===== src/rtl/br_pred_pkg.sv =====
// Shared helpers for the branch predictor table: counter geometry and the
// saturating / hysteresis next-state rule.
package br_pred_pkg;

  localparam int CTR_W_MAX = 4;

  typedef logic [CTR_W_MAX-1:0] ctr_raw_t;

  function automatic int idx_w(input int entries);
    return (entries > 1) ? $clog2(entries) : 1;
  endfunction

  function automatic ctr_raw_t ctr_mid(input int w);
    return ctr_raw_t'(1 << (w - 1));
  endfunction

  function automatic ctr_raw_t ctr_max(input int w);
    return ctr_raw_t'((1 << w) - 1);
  endfunction

  // Hysteresis jumps straight across the taken/not-taken boundary from the
  // weak states; with CTR_W=1 the jump coincides with the plain step.
  function automatic ctr_raw_t sat_next(input ctr_raw_t c, input logic taken,
                                        input logic hyst, input int w);
    ctr_raw_t mx;
    ctr_raw_t mid;
    mx  = ctr_max(w);
    mid = ctr_mid(w);
    if (taken) begin
      if (hyst && (c == mid - 4'd1)) return mx;
      return (c == mx) ? c : c + 4'd1;
    end
    if (hyst && (c == mid)) return '0;
    return (c == '0) ? c : c - 4'd1;
  endfunction

endpackage


===== src/rtl/br_sat_ctr.sv =====
// One CTR_W-bit prediction counter; resets to weakly not-taken.
module br_sat_ctr
  import br_pred_pkg::*;
#(
  parameter int CTR_W = 2,
  parameter int HYST  = 1
) (
  input  logic             clk,
  input  logic             rst_n,
  input  logic             upd_en,
  input  logic             taken,
  output logic [CTR_W-1:0] ctr_o
);

  localparam logic [CTR_W-1:0] RST_VAL = CTR_W'(ctr_mid(CTR_W) - 4'd1);

  logic [CTR_W-1:0] ctr_q, ctr_d;
  ctr_raw_t         c_ext;

  always_comb begin
    c_ext              = '0;
    c_ext[CTR_W-1:0]   = ctr_q;
    ctr_d              = ctr_q;
    if (upd_en) ctr_d = CTR_W'(sat_next(c_ext, taken, HYST != 0, CTR_W));
  end

  always_ff @(posedge clk or negedge rst_n) begin
    if (!rst_n) ctr_q <= RST_VAL;
    else        ctr_q <= ctr_d;
  end

  assign ctr_o = ctr_q;

endmodule


===== src/rtl/br_pred_table.sv =====
// Table of saturating branch counters, bimodal or gshare-indexed, with a
// non-speculative history register and a saturating misprediction counter.
module br_pred_table
  import br_pred_pkg::*;
#(
  parameter  int ENTRIES = 64,
  parameter  int CTR_W   = 2,
  parameter  int PC_W    = 32,
  parameter  int GHR_W   = 0,
  parameter  int HYST    = 1,
  parameter  int STAT_W  = 16,
  localparam int IDX_W   = idx_w(ENTRIES)
) (
  input  logic              clk,
  input  logic              rst_n,
  input  logic              brch_instr_detectd_IF,
  input  logic [PC_W-1:0]   pc_IF,
  output logic              predict_br_taken,
  output logic [IDX_W-1:0]  pred_idx_IF,
  input  logic              brch_instr_detectd_ID,
  input  logic              brch_hazard_stall,
  input  logic [IDX_W-1:0]  upd_idx_ID,
  input  logic              upd_pred_ID,
  input  logic              actual_brch_result,
  output logic [STAT_W-1:0] mispredict_cnt
);

  logic [CTR_W-1:0]  ctr_tbl [ENTRIES];
  logic [IDX_W-1:0]  ghr_ext;
  logic [IDX_W-1:0]  idx;
  logic              upd;
  logic [STAT_W-1:0] mcnt_q, mcnt_d;
  logic              unused_pc_bits;

  assign upd = brch_instr_detectd_ID & ~brch_hazard_stall;

  for (genvar i = 0; i < ENTRIES; i++) begin : g_ctr
    br_sat_ctr #(.CTR_W(CTR_W), .HYST(HYST)) u_ctr (
      .clk    (clk),
      .rst_n  (rst_n),
      .upd_en (upd && (upd_idx_ID == IDX_W'(i))),
      .taken  (actual_brch_result),
      .ctr_o  (ctr_tbl[i])
    );
  end

  // History only advances at resolution, so a same-cycle lookup sees the old value.
  if (GHR_W > 0) begin : g_ghr
    logic [GHR_W-1:0] ghr_q, ghr_d;

    always_comb begin
      ghr_d = ghr_q;
      if (upd) ghr_d = (ghr_q << 1) | GHR_W'(actual_brch_result);
    end

    always_ff @(posedge clk or negedge rst_n) begin
      if (!rst_n) ghr_q <= '0;
      else        ghr_q <= ghr_d;
    end

    assign ghr_ext = IDX_W'(ghr_q);
  end else begin : g_bimodal
    assign ghr_ext = '0;
  end

  assign idx              = pc_IF[IDX_W+1:2] ^ ghr_ext;
  assign pred_idx_IF      = idx;
  assign predict_br_taken = brch_instr_detectd_IF & ctr_tbl[idx][CTR_W-1];
  assign unused_pc_bits   = ^{pc_IF[PC_W-1:IDX_W+2], pc_IF[1:0]};

  always_comb begin
    mcnt_d = mcnt_q;
    if (upd && (upd_pred_ID != actual_brch_result) && (mcnt_q != '1))
      mcnt_d = mcnt_q + 1'b1;
  end

  always_ff @(posedge clk or negedge rst_n) begin
    if (!rst_n) mcnt_q <= '0;
    else        mcnt_q <= mcnt_d;
  end

  assign mispredict_cnt = mcnt_q;

endmodule


===== config.mk =====
export PLATFORM = sky130hd
export DESIGN_NAME = br_pred_table
export DESIGN_NICKNAME = d
export VERILOG_FILES = /design/src/rtl/br_pred_pkg.sv /design/src/rtl/br_sat_ctr.sv /design/src/rtl/br_pred_table.sv
export SDC_FILE = /design/constraint.sdc
export NUM_CORES = 1
export LEC_CHECK = 0
export CELL_PAD_IN_SITES_DETAIL_PLACEMENT = 0
export CELL_PAD_IN_SITES_GLOBAL_PLACEMENT = 1
export CORE_MARGIN = 1.5
export CORE_UTILIZATION = 54
export DETAILED_ROUTE_END_ITERATION = 7
export PLACE_DENSITY_LB_ADDON = 0.1
export SETUP_SLACK_MARGIN = 0.1
export SLEW_MARGIN = 20
export SYNTH_ARGS = -nofsm -noshare
export SYNTH_HDL_FRONTEND = slang
export SYNTH_HIERARCHICAL = 1
export SYNTH_SLANG_ARGS = --single-unit

===== constraint.sdc =====
create_clock -name clk -period 6.7 [get_ports clk]
set_input_delay 1.34 -clock clk [delete_from_list [all_inputs] [get_ports clk]]
set_output_delay 1.34 -clock clk [all_outputs]
set_load 0.02 [all_outputs]

# [After elaboration in Yosys (flattened, before gate mapping)]
# Index checks and enable logic that the tools add are counted.
[classes] div=0 eq_ne=321 shift=0 n_bitwise=4 mux=964 reduce_logical=195 n_lt_le_gt_ge=1 add_sub_neg=129 mul=0
[op_table] operator="two-way mux 2 bit" n=514
[op_table] operator="two-way mux 1 bit" n=449
[op_table] operator="equality test 2 bit (second input constant)" n=128
[op_table] operator="equality test 6 bit (second input constant)" n=32
[op_table] operator="!= test 3 x 1 -> 1 bit (second input constant)" n=64
[op_table] operator="adder 2 x 1 -> 2 bit (second input constant)" n=64
[op_table] operator="equality test 2 x 1 -> 1 bit (second input constant)" n=64
[op_table] operator="logical NOT 2 bit" n=64
[op_table] operator="AND reduction 2 bit" n=64
[op_table] operator="subtractor 2 x 1 -> 2 bit (second input constant)" n=64
[op_table] operator="equality test 6 x 5 -> 1 bit (second input constant)" n=16
[op_table] operator="logical AND 1 bit" n=66
[op_table] operator="equality test 6 x 4 -> 1 bit (second input constant)" n=8
[op_table] operator="equality test 6 x 3 -> 1 bit (second input constant)" n=4
[op_table] operator="adder 16 x 1 -> 16 bit (second input constant)" n=1
[op_table] operator="!= test 16 bit (second input constant)" n=1
[op_table] operator="binary-select mux 2 bit (select 6 bit)" n=1
[op_table] operator="equality test 6 x 2 -> 1 bit (second input constant)" n=2
[op_table] operator=">= comparator 7 bit (second input constant)" n=1
[op_table] operator="NOT 6 -> 7 bit" n=1
[op_table] operator="equality test 6 x 1 -> 1 bit (second input constant)" n=1
[op_table] operator="logical NOT 6 bit" n=1
[op_table] operator="AND 1 bit" n=2
[op_table] operator="!= test 1 bit" n=1
[op_table] operator="NOT 1 bit" n=1
[totals] out_inout_bits=23 word_cells=1679 ramBits=0 n_memories=0 regBits=144 latchBits=0 romBits=0

# [Longest topological paths before layout]
# Gate-level depths: netlist of run 1.
[depth] word_depth=9 ltp_mapped=7

# [By module]
# The synthesis of run 1 kept the hierarchy.
[modules_own_cells] module="br_sat_ctr" seq_area_each_um2=51.3 instances=64 cells_each=17 area_each_um2=186.4
[modules_own_cells] module="br_pred_table" seq_area_each_um2=400.4 instances=1 cells_each=205 area_each_um2=1749.2

# [Least setup slack after synthesis of run 1]
# No wires, ideal clock.
[synth_path] path_kind="in2out" from="input pc_IF[3]" to="output predict_br_taken" path_stages=6 path_slack_ps=2592 t_arrival_ps=2768 n_path_buf=1 path_cell_list="buf_6 -> mux4_1 -> mux4_2 -> nand2b_4 -> o2111ai_2 -> o21ai_2"
[synth_via] elab_chain_cells=5
[synth_lines] element="start, declared" line="br_pred_table.sv:17" rtl="input logic [PC_W-1:0] pc_IF,"
[synth_lines] element="NOT 6 -> 7 bit (implied by the code)" line="br_pred_table.sv:68" rtl="assign predict_br_taken = brch_instr_detectd_IF & ctr_tbl[idx][CTR_W-1];"
[synth_lines] element="binary-select mux 2 bit (select 6 bit)" line="br_pred_table.sv:68"
[synth_lines] element="two-way mux 2 bit (implied by the code) (2 in series)" line="br_pred_table.sv:68"
[synth_lines] element="AND 1 bit" line="br_pred_table.sv:68"
[synth_lines] element="end, declared" line="br_pred_table.sv:18" rtl="output logic predict_br_taken,"
# No other way between the ends. The select of a mux whose other input is x is not followed.

# [Worst setup path in the final report of run 1]
# Same ends and word-level chain as after synthesis.

==> reports/metrics.cfg, run 1 <==
[placed_design]
placement.io_buffers = 41
dpl.cell_count = 1653
hpwl_mm = 18.7
routabilityCongestion = 0.761

[timing]
setup_viol_count_final = 0
period_share = 0.838
max_slew.worst_pin.slew_ns = 0.939
fmaxAchievable_mhz = 178
number_of_failing_hold_endpoints_at_the_final_stage = 0
post_route_clock_skew_ns = 0.00924
tns_ns = 0
rsz_0062_raised_after_global_routing = false
slew_headroom = 0.373
post-route-min-period_ns = 5.62
finalMaxSlewViolations = 0

[job]
max_cap_violations = 0

[global_route]
grt_util_all_layers = 0.212
overflow = 0
grt_first_pass_wirelength_mm = 44.2
grt_pass1_vias = 8422
grt_antenna_before_repair = 0
grt_start_max_net_pins = 161

[logic_synthesis]
synthCells = 1293
yosys_warnings = 6
synth_ff_type = dfrtp_1
synth_async_reset_ratio = 1.00
synth_seq_cells = 144
synthesis.area_per_instance_um2 = 10.6
synth_sequential_area_ratio = 0.269
synthDistinctLibCells = 33
synth_enable_flop_cells = 0
postSynthNetCount = 1659
syn_area_um2 = 13700

[worst_setup_path]
setup.worst_path.start_class = primary input
reg2reg_depth = 4
critical_path.max_fanout = 10
reg2reg_setup_slack_ns = 4.79
critPathArrivalTime_ns = 4.28
crit_path_end_kind = output pin
crit_chain = clkdlybuf4s50_1 -> mux4_1 -> mux4_2 -> nand2b_4 -> o2111ai_2 -> o21ai_2 -> clkdlybuf4s50_1
cp_data_required_time_ns = 5.36
slowest_stage = clkdlybuf4s50_1
critical_path.most_common_cell = clkdlybuf4s50_1
crit_path_max_incr_delay_ns = 0.93
criticalPathCategory = in -> out
worst_r2r_startpoint = mispredict_cnt[7]$_DFFE_PN0P_
crit-reg2reg-capture = mispredict_cnt[1]$_DFFE_PN0P_

[die]
die_h_um = 162
design.core.area_um2 = 25000
rows = 58
pin_count = 68
chipWidth_um = 162
start_util = 0.546
die_area_um2 = 26300

[detailed_routing]
vias = 8755
drt_drc_violations_left = 0
avgViaCountPerCell = 5.20
drt_pass1_iterations = 5
drt_iter0_drc = 437
drt_wl_total_mm = 26.8
wire_per_inst_um = 15.9
ant_nets = 0

[run_status]
outcome = complete, no violations

[clocking]
tritoncts = built
cts_hold_buf = 0
cts.sink_count = 144
ctsRootBufferMaster = clkbuf_16
clock_tree.buffer_depth = 2
clock_tree.htree_level_count = 4
cts-resized-gates = 0
cts_setup_buffers = 0
clk_pin_slew_worst_paths_ns = 0.08
insertion_delay_ns = 0.44
cts_made_buffers = 17

[hold_path]
timing.hold.worst.class = reg -> reg
hold_start = mispredict_cnt[10]$_DFFE_PN0P_
worst_min_delay_path_endpoint = mispredict_cnt[10]$_DFFE_PN0P_
worstHoldPathCells = 1

[power]
p_sw_mw = 0.805
clock_power_share = 0.389
switching_share = 0.322
power_report.internal_total_mw = 1.70
seq_power_share = 0.408
p_leak_nw = 8.38
p_comb_frac = 0.203
worst_ir_drop_vdd_mv = 0.157
power_per_cell_area_nw_per_um2 = 166

[finish]
fin_cells = 1685
final.fill_count = 2153
layout-area-overhead-vs-synth_pct = 10.0
finalNetCount = 1708
drive_above_1_share = 0.139
n_antenna_cell = 0

[flip-flops by register name (all words and copies together) (netlist names)]
name and count:
g_ctr.u_ctr/ctr_o 128, mispredict_cnt 16
[placed cells by master, fill, tap and decap left out, types with 5 or more instances in the layout]
| master | netlist | routed |
|---|---|---|
| nand3b_1 | 64 | 64 |
| dfrtp_1 | 80 | 80 |
| o311ai_2 | 64 | 64 |
| o21ai_0 | 64 | 64 |
| mux4_2 | 14 | 14 |
| inv_1 | 193 | 193 |
| xnor2_1 | 12 | 12 |
| nand2_1 | 81 | 81 |
| ha_1 | 321 | 321 |
| nand3_1 | 15 | 15 |
| buf_4 | 6 | 5 |
| nor2b_1 | 5 | 5 |
| xor2_1 | 67 | 67 |
| nand4_1 | 5 | 5 |
| dfstp_2 | 64 | 64 |
| clkbuf_16 | 0 | 17 |
| clkdlybuf4s50_1 | 0 | 39 |
| nor2_1 | 69 | 69 |
| inv_6 | 0 | 6 |
| mux2i_1 | 138 | 138 |
[cell families after synthesis]
kind of cell / Yosys count / synth area share
adder cells (fa/ha/maj): 321 / 0.294
multiplexers: 157 / 0.131
buffers and inverters: 210 / 0.0602
AND/OR/NAND/NOR: 250 / 0.0922
XOR/XNOR: 79 / 0.0506
AO/OA/AOI/OAI: 132 / 0.103
flip-flops: 144 / 0.269
[layer usage]
layer,part of all wire,up-vias,GRT usage,routed length [um]
met1,0.50,4214,0.299,13300
met5,0,-,0,0
met3,0.020,22,0.0255,530
met2,0.47,82,0.346,12600
li1,-,4437,-,-
met4,0.011,0,0.0513,299
[cell usage after synthesis, types with 12 or more instances]
master | number | share of area
dfrtp_1 | 80 | 0.15
dfstp_2 | 64 | 0.12
ha_1 | 321 | 0.29
inv_1 | 193 | 0.053
mux2i_1 | 138 | 0.10
mux4_2 | 14 | 0.023
nand2_1 | 81 | 0.022
nand3_1 | 15 | 0.0055
nand3b_1 | 64 | 0.035
nor2_1 | 69 | 0.019
o21ai_0 | 64 | 0.023
o311ai_2 | 64 | 0.076
xnor2_1 | 12 | 0.0077
xor2_1 | 67 | 0.043
[metrics by stage]
stage,cell area [um^2],utilization,hold slack (ns),power (mW),setup slack (ns)
global placement,14500,0.578,0.484,1.53,1.07
finish,15100,0.601,0.501,2.50,1.08
floorplan,13700,-,0.539,1.36,2.59
CTS,15100,0.601,0.503,2.54,1.05
detailed placement,14500,0.578,0.489,1.55,1.05
global route,15100,0.601,0.530,2.64,0.973
[worst max-delay path by stage]
stage | from | end | slack [ns] | cells after the start
finish | pc_IF[3] | predict_br_taken | 1.08 | 7
floorplan | pc_IF[3] | predict_br_taken | 2.59 | 6
detailed placement | pc_IF[3] | predict_br_taken | 1.05 | 7
CTS | pc_IF[3] | predict_br_taken | 1.05 | 7
global route | pc_IF[3] | predict_br_taken | 0.97 | 7
global placement | pc_IF[3] | predict_br_taken | 1.07 | 7
[area by class of cell]
| class | count | area (um^2) | share of cell area |
|---|---|---|---|
| clock inverter | 14 | 145 | 0.00964 |
| tap | 330 | 413 | 0.0274 |
| sequential | 144 | 3680 | 0.245 |
| clock buffer | 18 | 439 | 0.0292 |
| multi-input combinational | 939 | 9170 | 0.609 |
| timing repair buffer | 47 | 474 | 0.0315 |
| inverter | 193 | 724 | 0.0481 |
[worst max-delay path: cells and delay by family]
family	cells	cell delay [ns]
buf+inv	2	1.48
mux	2	1.11
compound gates	2	0.19
simple gates	1	0.15
[power by group through the flow]
stage | combinational, mW | clock [mW] | sequential (mW)
floorplan | 0.332 | 0 | 1.03
detailed placement | 0.513 | 0 | 1.03
global route | 0.577 | 1.03 | 1.03
finish | 0.508 | 0.973 | 1.02
global placement | 0.496 | 0 | 1.03
CTS | 0.516 | 1.00 | 1.02
(Power assumes the default switching activity.)
==> run 2: changes to the inputs <==
--- a/config.mk
+++ b/config.mk
@@ -8,7 +8,7 @@
 export CELL_PAD_IN_SITES_DETAIL_PLACEMENT = 0
 export CELL_PAD_IN_SITES_GLOBAL_PLACEMENT = 1
 export CORE_MARGIN = 1.5
-export CORE_UTILIZATION = 54
+export CORE_UTILIZATION = 45
 export DETAILED_ROUTE_END_ITERATION = 7
 export PLACE_DENSITY_LB_ADDON = 0.1
 export SETUP_SLACK_MARGIN = 0.1
==> constraint.sdc (replaced) <==
create_clock -name clk -period 4.9 [get_ports clk]
set_input_delay 0.98 -clock clk [delete_from_list [all_inputs] [get_ports clk]]
set_output_delay 0.98 -clock clk [all_outputs]
set_load 0.02 [all_outputs]
==> run 2 against run 1 <==
Critical path depth up 1. Non-clock buffer count is 3 higher. Sequential power rose by 36%. Clock skew is 0.0032 ns lower. Wire length increased by 0.30%. Critical endpoint unchanged. Via count about the same. Largest cell class unchanged. Cell count rose by 3.7%.
==> reports/metrics.cfg, run 2 (synthesis gave the netlist of run 1 again) <==
[run_status]
outcome = complete, no violations  ; unchanged

[global_route]
grt_antenna_before_repair = 0  ; unchanged
grt_first_pass_wirelength_mm = 45.3  ; was 44.2 mm
overflow = 0  ; unchanged
grt_util_all_layers = 0.183  ; was 0.212
grt_pass1_vias = 8688  ; was 8,422
grt_start_max_net_pins = 140  ; was 161

[clocking]
tritoncts = built  ; unchanged
cts.sink_count = 144  ; unchanged
clock_tree.htree_level_count = 4  ; unchanged
cts-resized-gates = 0  ; unchanged
cts_made_buffers = 17  ; unchanged
insertion_delay_ns = 0.43  ; was 0.44 ns
cts_hold_buf = 0  ; unchanged
clk_pin_slew_worst_paths_ns = 0.06  ; was 0.08 ns
clock_tree.buffer_depth = 2  ; unchanged
cts_setup_buffers = 0  ; unchanged
ctsRootBufferMaster = clkbuf_16  ; unchanged

[finish]
drive_above_1_share = 0.140  ; was 0.139
final_common_cell = ha_1  ; unchanged
post_route_cell_area_um2 = 15200  ; was 15,100 um^2
n_antenna_cell = 0  ; unchanged
layout-area-overhead-vs-synth_pct = 11.2  ; was 10.0%
leading_cell_types_in_the_layout_fill_and_taps_excluded = ha_1 (321), inv_1 (193), mux2i_1 (138)  ; unchanged
largest_register_ffs = 128  ; unchanged
finalNetCount = 1711  ; was 1,708

[timing]
max_slew.worst_pin.slew_ns = 0.894  ; was 0.939 ns
tns_ns = 0  ; unchanged
finalMaxSlewViolations = 0  ; unchanged
post_route_clock_skew_ns = 0.00607  ; was 0.00924 ns
fmaxAchievable_mhz = 217
setup_viol_count_final = 0  ; unchanged
slew_headroom = 0.403  ; was 0.373
post-route-min-period_ns = 4.61
number_of_failing_hold_endpoints_at_the_final_stage = 0  ; unchanged
period_share = 0.940
rsz_0062_raised_after_global_routing = false  ; unchanged

[die]
start_util = 0.459  ; was 0.546
rows = 63  ; was 58
die_area_um2 = 31500  ; was 26,300 um^2
die_h_um = 177  ; was 162 um
chipWidth_um = 177  ; was 162 um
pin_count = 68  ; unchanged
design.core.area_um2 = 29800  ; was 25,000 um^2

[detailed_routing]
drt_iter0_drc = 392  ; was 437
wire_per_inst_um = 15.4  ; was 15.9 um
drt_pass1_iterations = 4  ; was 5
ant_nets = 0  ; unchanged
drt_drc_violations_left = 0  ; unchanged
vias = 8748  ; was 8,755
drt_wl_total_mm = 26.8  ; about the same
avgViaCountPerCell = 5.00  ; was 5.20

[worst_setup_path]
slowest_stage = mux4_1  ; was clkdlybuf4s50_1
crit_path_max_incr_delay_ns = 0.60  ; was 0.93 ns
critical_path.top_delay_family = buffers and inverters  ; unchanged
crit_path_end_kind = output pin  ; unchanged
crit_buf_inv = 3  ; was 2
reg2reg_setup_slack_ns = 2.97  ; was 4.79 ns
reg2reg_depth = 4  ; unchanged
crit_path_end = predict_br_taken  ; unchanged
setup.worst_path.start_class = primary input  ; unchanged
critical_path.max_fanout = 16  ; was 10
crit_cells = 8  ; was 7
critPathLaunch = pc_IF[3]  ; unchanged
criticalPathCategory = in -> out  ; unchanged
cp_data_required_time_ns = 3.92  ; was 5.36 ns
crit-reg2reg-capture = mispredict_cnt[1]$_DFFE_PN0P_  ; unchanged
crit_chain = clkdlybuf4s50_1 -> buf_12 -> mux4_1 -> mux4_2 -> nand2b_4 -> o2111ai_2 -> o21ai_2 -> clkdlybuf4s50_1  ; was clkdlybuf4s50_1 -> mux4_1 -> mux4_2 -> nand2b_4 -> o2111ai_2 -> o21ai_2 -> clkdlybuf4s50_1
critPathArrivalTime_ns = 3.63  ; was 4.28 ns
worst_r2r_startpoint = mispredict_cnt[7]$_DFFE_PN0P_  ; unchanged
critical_path.most_common_cell = clkdlybuf4s50_1  ; unchanged

[power]
power_per_cell_area_nw_per_um2 = 228  ; was 166 nW/um^2
worst_ir_drop_vdd_mv = 0.309  ; was 0.157 mV
p_leak_nw = 8.41  ; was 8.38 nW

[job]
max_cap_violations = 0  ; unchanged

[hold_path]
hold_start = mispredict_cnt[10]$_DFFE_PN0P_  ; unchanged
timing.hold.worst.class = reg -> reg  ; unchanged

[placed_design]
postPlaceCellArea_um2 = 14600  ; was 14,500 um^2
routabilityCongestion = 0.752  ; was 0.761
placement.io_buffers = 41  ; unchanged
hpwl_mm = 18.8  ; was 18.7 mm

==> run 2: cell types whose count changed in the layout (fill, tap and decap cells not counted), sizes merged <==
cell      before  now
buf            8   11
bufinv         1    3
clkbuf        18   20
clkinv         2    4
clkinvlp       3    4
inv          201  194
==> run 2: how the worst min path moves through the flow <==
| stage | end | slack, ns | cells past startpoint |
|---|---|---|---|
| floorplan | g_ctr[0].u_ctr/ctr_o[0]$_DFFE_PN1P_ | 0.54 | 2 |
| global placement | mispredict_cnt[15]$_DFFE_PN0P_ | 0.49 | 1 |
| detailed placement | mispredict_cnt[15]$_DFFE_PN0P_ | 0.49 | 1 |
| CTS | mispredict_cnt[10]$_DFFE_PN0P_ | 0.50 | 1 |
| global route | mispredict_cnt[6]$_DFFE_PN0P_ | 0.54 | 1 |
| finish | mispredict_cnt[10]$_DFFE_PN0P_ | 0.50 | 1 |
==> run 2: per-layer routing <==
layer | share of wire | GRT usage | up-vias
li1 | - | - | 4457
met2 | 0.46 | 0.297 | 57
met3 | 0.020 | 0.0336 | 17
met1 | 0.51 | 0.254 | 4217
met4 | 0.0088 | 0.0343 | 0
met5 | 0 | 0 | -
==> run 2: layout make-up <==
type | instances | area [um^2]
clock buffer | 20 | 447
inverter | 193 | 724
multi-input combinational | 939 | 9170
clock inverter | 12 | 160
sequential | 144 | 3680
timing repair buffer | 50 | 534
fill | 2710 | 14600
tap | 390 | 488
==> run 2: where the power goes <==
group	internal (mW)	total (mW)	switching, mW	leakage, nW
clock	0.817	1.37	0.555	0.283
combinational	0.293	0.702	0.409	6.66
sequential	1.30	1.39	0.0923	1.47
total	2.41	3.47	1.06	8.41
==> run 2: through the flow <==
step	total power, mW	util	setup slack [ns]	std cells	hold slack, ns
detailed placement	2.12	0.490	0.247	1716	0.494
floorplan	1.86	-	1.51	1293	0.539
global placement	2.11	0.490	0.263	1716	0.493
finish	3.47	0.510	0.293	1748	0.498
global route	3.68	0.510	0.209	1748	0.536
CTS	3.54	0.510	0.252	1748	0.505
==> run 3: changes to the inputs <==
--- a/config.mk
+++ b/config.mk
@@ -8,8 +8,10 @@
 export CELL_PAD_IN_SITES_DETAIL_PLACEMENT = 0
 export CELL_PAD_IN_SITES_GLOBAL_PLACEMENT = 1
 export CORE_MARGIN = 1.5
-export CORE_UTILIZATION = 45
+export CORE_UTILIZATION = 46
+export CTS_BUF_LIST = sky130_fd_sc_hd__clkbuf_8
 export DETAILED_ROUTE_END_ITERATION = 7
+export MAX_ROUTING_LAYER = met4
 export PLACE_DENSITY_LB_ADDON = 0.1
 export SETUP_SLACK_MARGIN = 0.1
 export SLEW_MARGIN = 20
==> run 3 against run 2 <==
Maximum frequency increased by 0.87%. Largest power group unchanged. Wire length increased by 2.5%. Clock-buffer cell count decreased by 2. Critical path type unchanged. Power decreased by 9.0%.
==> reports/metrics.cfg, run 3 (synthesis gave the netlist of run 1 again) <==
[clocking]
clock_tree.buffer_depth = 2  ; unchanged
cts-resized-gates = 0  ; unchanged
ctsRootBufferMaster = clkbuf_8  ; was clkbuf_16
cts_made_buffers = 17  ; unchanged
cts_hold_buf = 0  ; unchanged
clk_pin_slew_worst_paths_ns = 0.10  ; was 0.06 ns
tritoncts = built  ; unchanged
cts_setup_buffers = 0  ; unchanged
cts.sink_count = 144  ; unchanged
insertion_delay_ns = 0.49  ; was 0.43 ns
clock_tree.htree_level_count = 4  ; unchanged

[worst_setup_path]
cp_data_required_time_ns = 3.92  ; about the same
crit_chain = clkdlybuf4s50_1 -> buf_4 -> buf_4 -> mux4_2 -> mux2i_1 -> mux2i_1 -> o2111ai_2 -> o21ai_2 -> clkdlybuf4s50_1  ; was clkdlybuf4s50_1 -> buf_12 -> mux4_1 -> mux4_2 -> nand2b_4 -> o2111ai_2 -> o21ai_2 -> clkdlybuf4s50_1
worst_r2r_startpoint = mispredict_cnt[7]$_DFFE_PN0P_  ; unchanged
criticalPathCategory = in -> out  ; unchanged
critical_path.top_delay_family = buffers and inverters  ; unchanged
critical_path.max_fanout = 12  ; was 16
crit-reg2reg-capture = mispredict_cnt[1]$_DFFE_PN0P_  ; unchanged
crit_path_max_incr_delay_ns = 0.55  ; was 0.60 ns
reg2reg_depth = 4  ; unchanged
crit_path_end_kind = output pin  ; unchanged
critPathArrivalTime_ns = 3.59  ; was 3.63 ns
setup.worst_path.start_class = primary input  ; unchanged
slowest_stage = clkdlybuf4s50_1  ; was mux4_1
reg2reg_setup_slack_ns = 3.01  ; was 2.97 ns
crit_buf_inv = 4  ; was 3

[global_route]
grt_util_all_layers = 0.193  ; was 0.183
grt_first_pass_wirelength_mm = 45.3  ; about the same
grt_pass1_vias = 8718  ; was 8,688
grt_start_max_net_pins = 142  ; was 140
grt_antenna_before_repair = 0  ; unchanged
overflow = 0  ; unchanged

[detailed_routing]
drt_drc_violations_left = 0  ; unchanged
vias = 8747  ; was 8,748
drt_iter0_drc = 347  ; was 392
ant_nets = 0  ; unchanged
top_signal_layer_used = met4  ; unchanged
met2RoutedLength_mm = 13.2  ; was 12.3 mm
wire_per_inst_um = 15.8  ; was 15.4 um
drt_pass1_iterations = 4  ; unchanged
drt_wl_total_mm = 27.5  ; was 26.8 mm
route.layer.met1.wl_mm = 13.4  ; was 13.8 mm
met3WireLength_um = 668  ; was 524 um
avgViaCountPerCell = 5.02  ; was 5.00

[timing]
fin_worst_hold_slack_ns = 0.497  ; was 0.498 ns
rsz_0062_raised_after_global_routing = false  ; unchanged
period_share = 0.932  ; was 0.940
post-route-min-period_ns = 4.57  ; was 4.61 ns
tns_ns = 0  ; unchanged
max_slew.worst_pin.slew_ns = 0.986  ; was 0.894 ns
fmaxAchievable_mhz = 219  ; was 217 MHz
number_of_failing_hold_endpoints_at_the_final_stage = 0  ; unchanged
post_route_clock_skew_ns = 0.0112  ; was 0.00607 ns
finalMaxSlewViolations = 0  ; unchanged
slew_headroom = 0.341  ; was 0.403
setup_viol_count_final = 0  ; unchanged

[die]
chipWidth_um = 175  ; was 177 um
pin_count = 68  ; unchanged
rows = 62  ; was 63
design.core.area_um2 = 29000  ; was 29,800 um^2
start_util = 0.472  ; was 0.459
die_area_um2 = 30800  ; was 31,500 um^2
die_h_um = 175  ; was 177 um

[finish]
postLayoutCoreUtil = 0.517  ; was 0.510
fin_cells = 1743  ; was 1,748
final_common_cell = ha_1  ; unchanged
leading_cell_types_in_the_layout_fill_and_taps_excluded = ha_1 (321), inv_1 (193), mux2i_1 (138)  ; unchanged
finalNetCount = 1712  ; was 1,711
drive_above_1_share = 0.142  ; was 0.140
layout-area-overhead-vs-synth_pct = 9.72  ; was 11.2%
largest_register_ffs = 128  ; unchanged
n_antenna_cell = 0  ; unchanged

[hold_path]
timing.hold.worst.class = in -> async  ; was reg -> reg

[placed_design]
hpwl_mm = 19.5  ; was 18.8 mm
dpl.cell_count = 1711  ; was 1,716
routabilityCongestion = 0.761  ; was 0.752
placement.io_buffers = 41  ; unchanged

[power]
power_per_cell_area_nw_per_um2 = 210  ; was 228 nW/um^2
worst_ir_drop_vdd_mv = 0.241  ; was 0.309 mV
p_leak_nw = 8.33  ; was 8.41 nW
total_power_mw = 3.15  ; was 3.47 mW

[run_status]
outcome = complete, no violations  ; unchanged

[job]
max_cap_violations = 0  ; unchanged

run 3: cell count changes in the layout (fill, tap and decap cells not counted), sizes merged:
cell      previous run  this run
buf                 11        12
clkbuf              20        18
clkinv               4         7
clkinvlp             4         2
inv                194       195
run 3: how the worst max path moves through the flow:
stage                        start               end  slack (ns)  depth (start not counted)
after floorplan           pc_IF[3]  predict_br_taken        1.51                          6
final                     pc_IF[3]  predict_br_taken        0.33                          9
after global routing      pc_IF[3]  predict_br_taken        0.16                          9
after CTS                 pc_IF[3]  predict_br_taken        0.29                          9
after global placement    pc_IF[3]  predict_br_taken        0.32                          9
after detailed placement  pc_IF[3]  predict_br_taken        0.30                          9
run 3: per-layer routing:
layer / global-route usage / vias up
met5: - / -
met1: 0.248 / 4203
met4: 0.0417 / 0
met3: 0.0314 / 14
met2: 0.321 / 77
li1: - / 4453
run 3: area by class of cell:
type	instances	area [um^2]
Clock buffer	18	248
Clock inverter	14	184
Fill cell	2627	14000
Inverter	193	724
Multi-Input combinational cell	939	9170
Sequential cell	144	3680
Tap cell	384	480
Timing Repair Buffer	51	517
run 3: where the power goes:
part | leakage, nW | switching, mW | internal (mW)
registers | 1.47 | 0.0933 | 1.30
logic | 6.66 | 0.410 | 0.291
clock network | 0.210 | 0.535 | 0.525
run 3: stage by stage:
stage,setup slack (ns),instance area (um^2)
6_report,0.333,15000
5_1_grt,0.161,15000
4_1_cts,0.293,15000
3_5_place_dp,0.303,14600
3_3_place_gp,0.323,14600
2_1_floorplan,1.51,13700
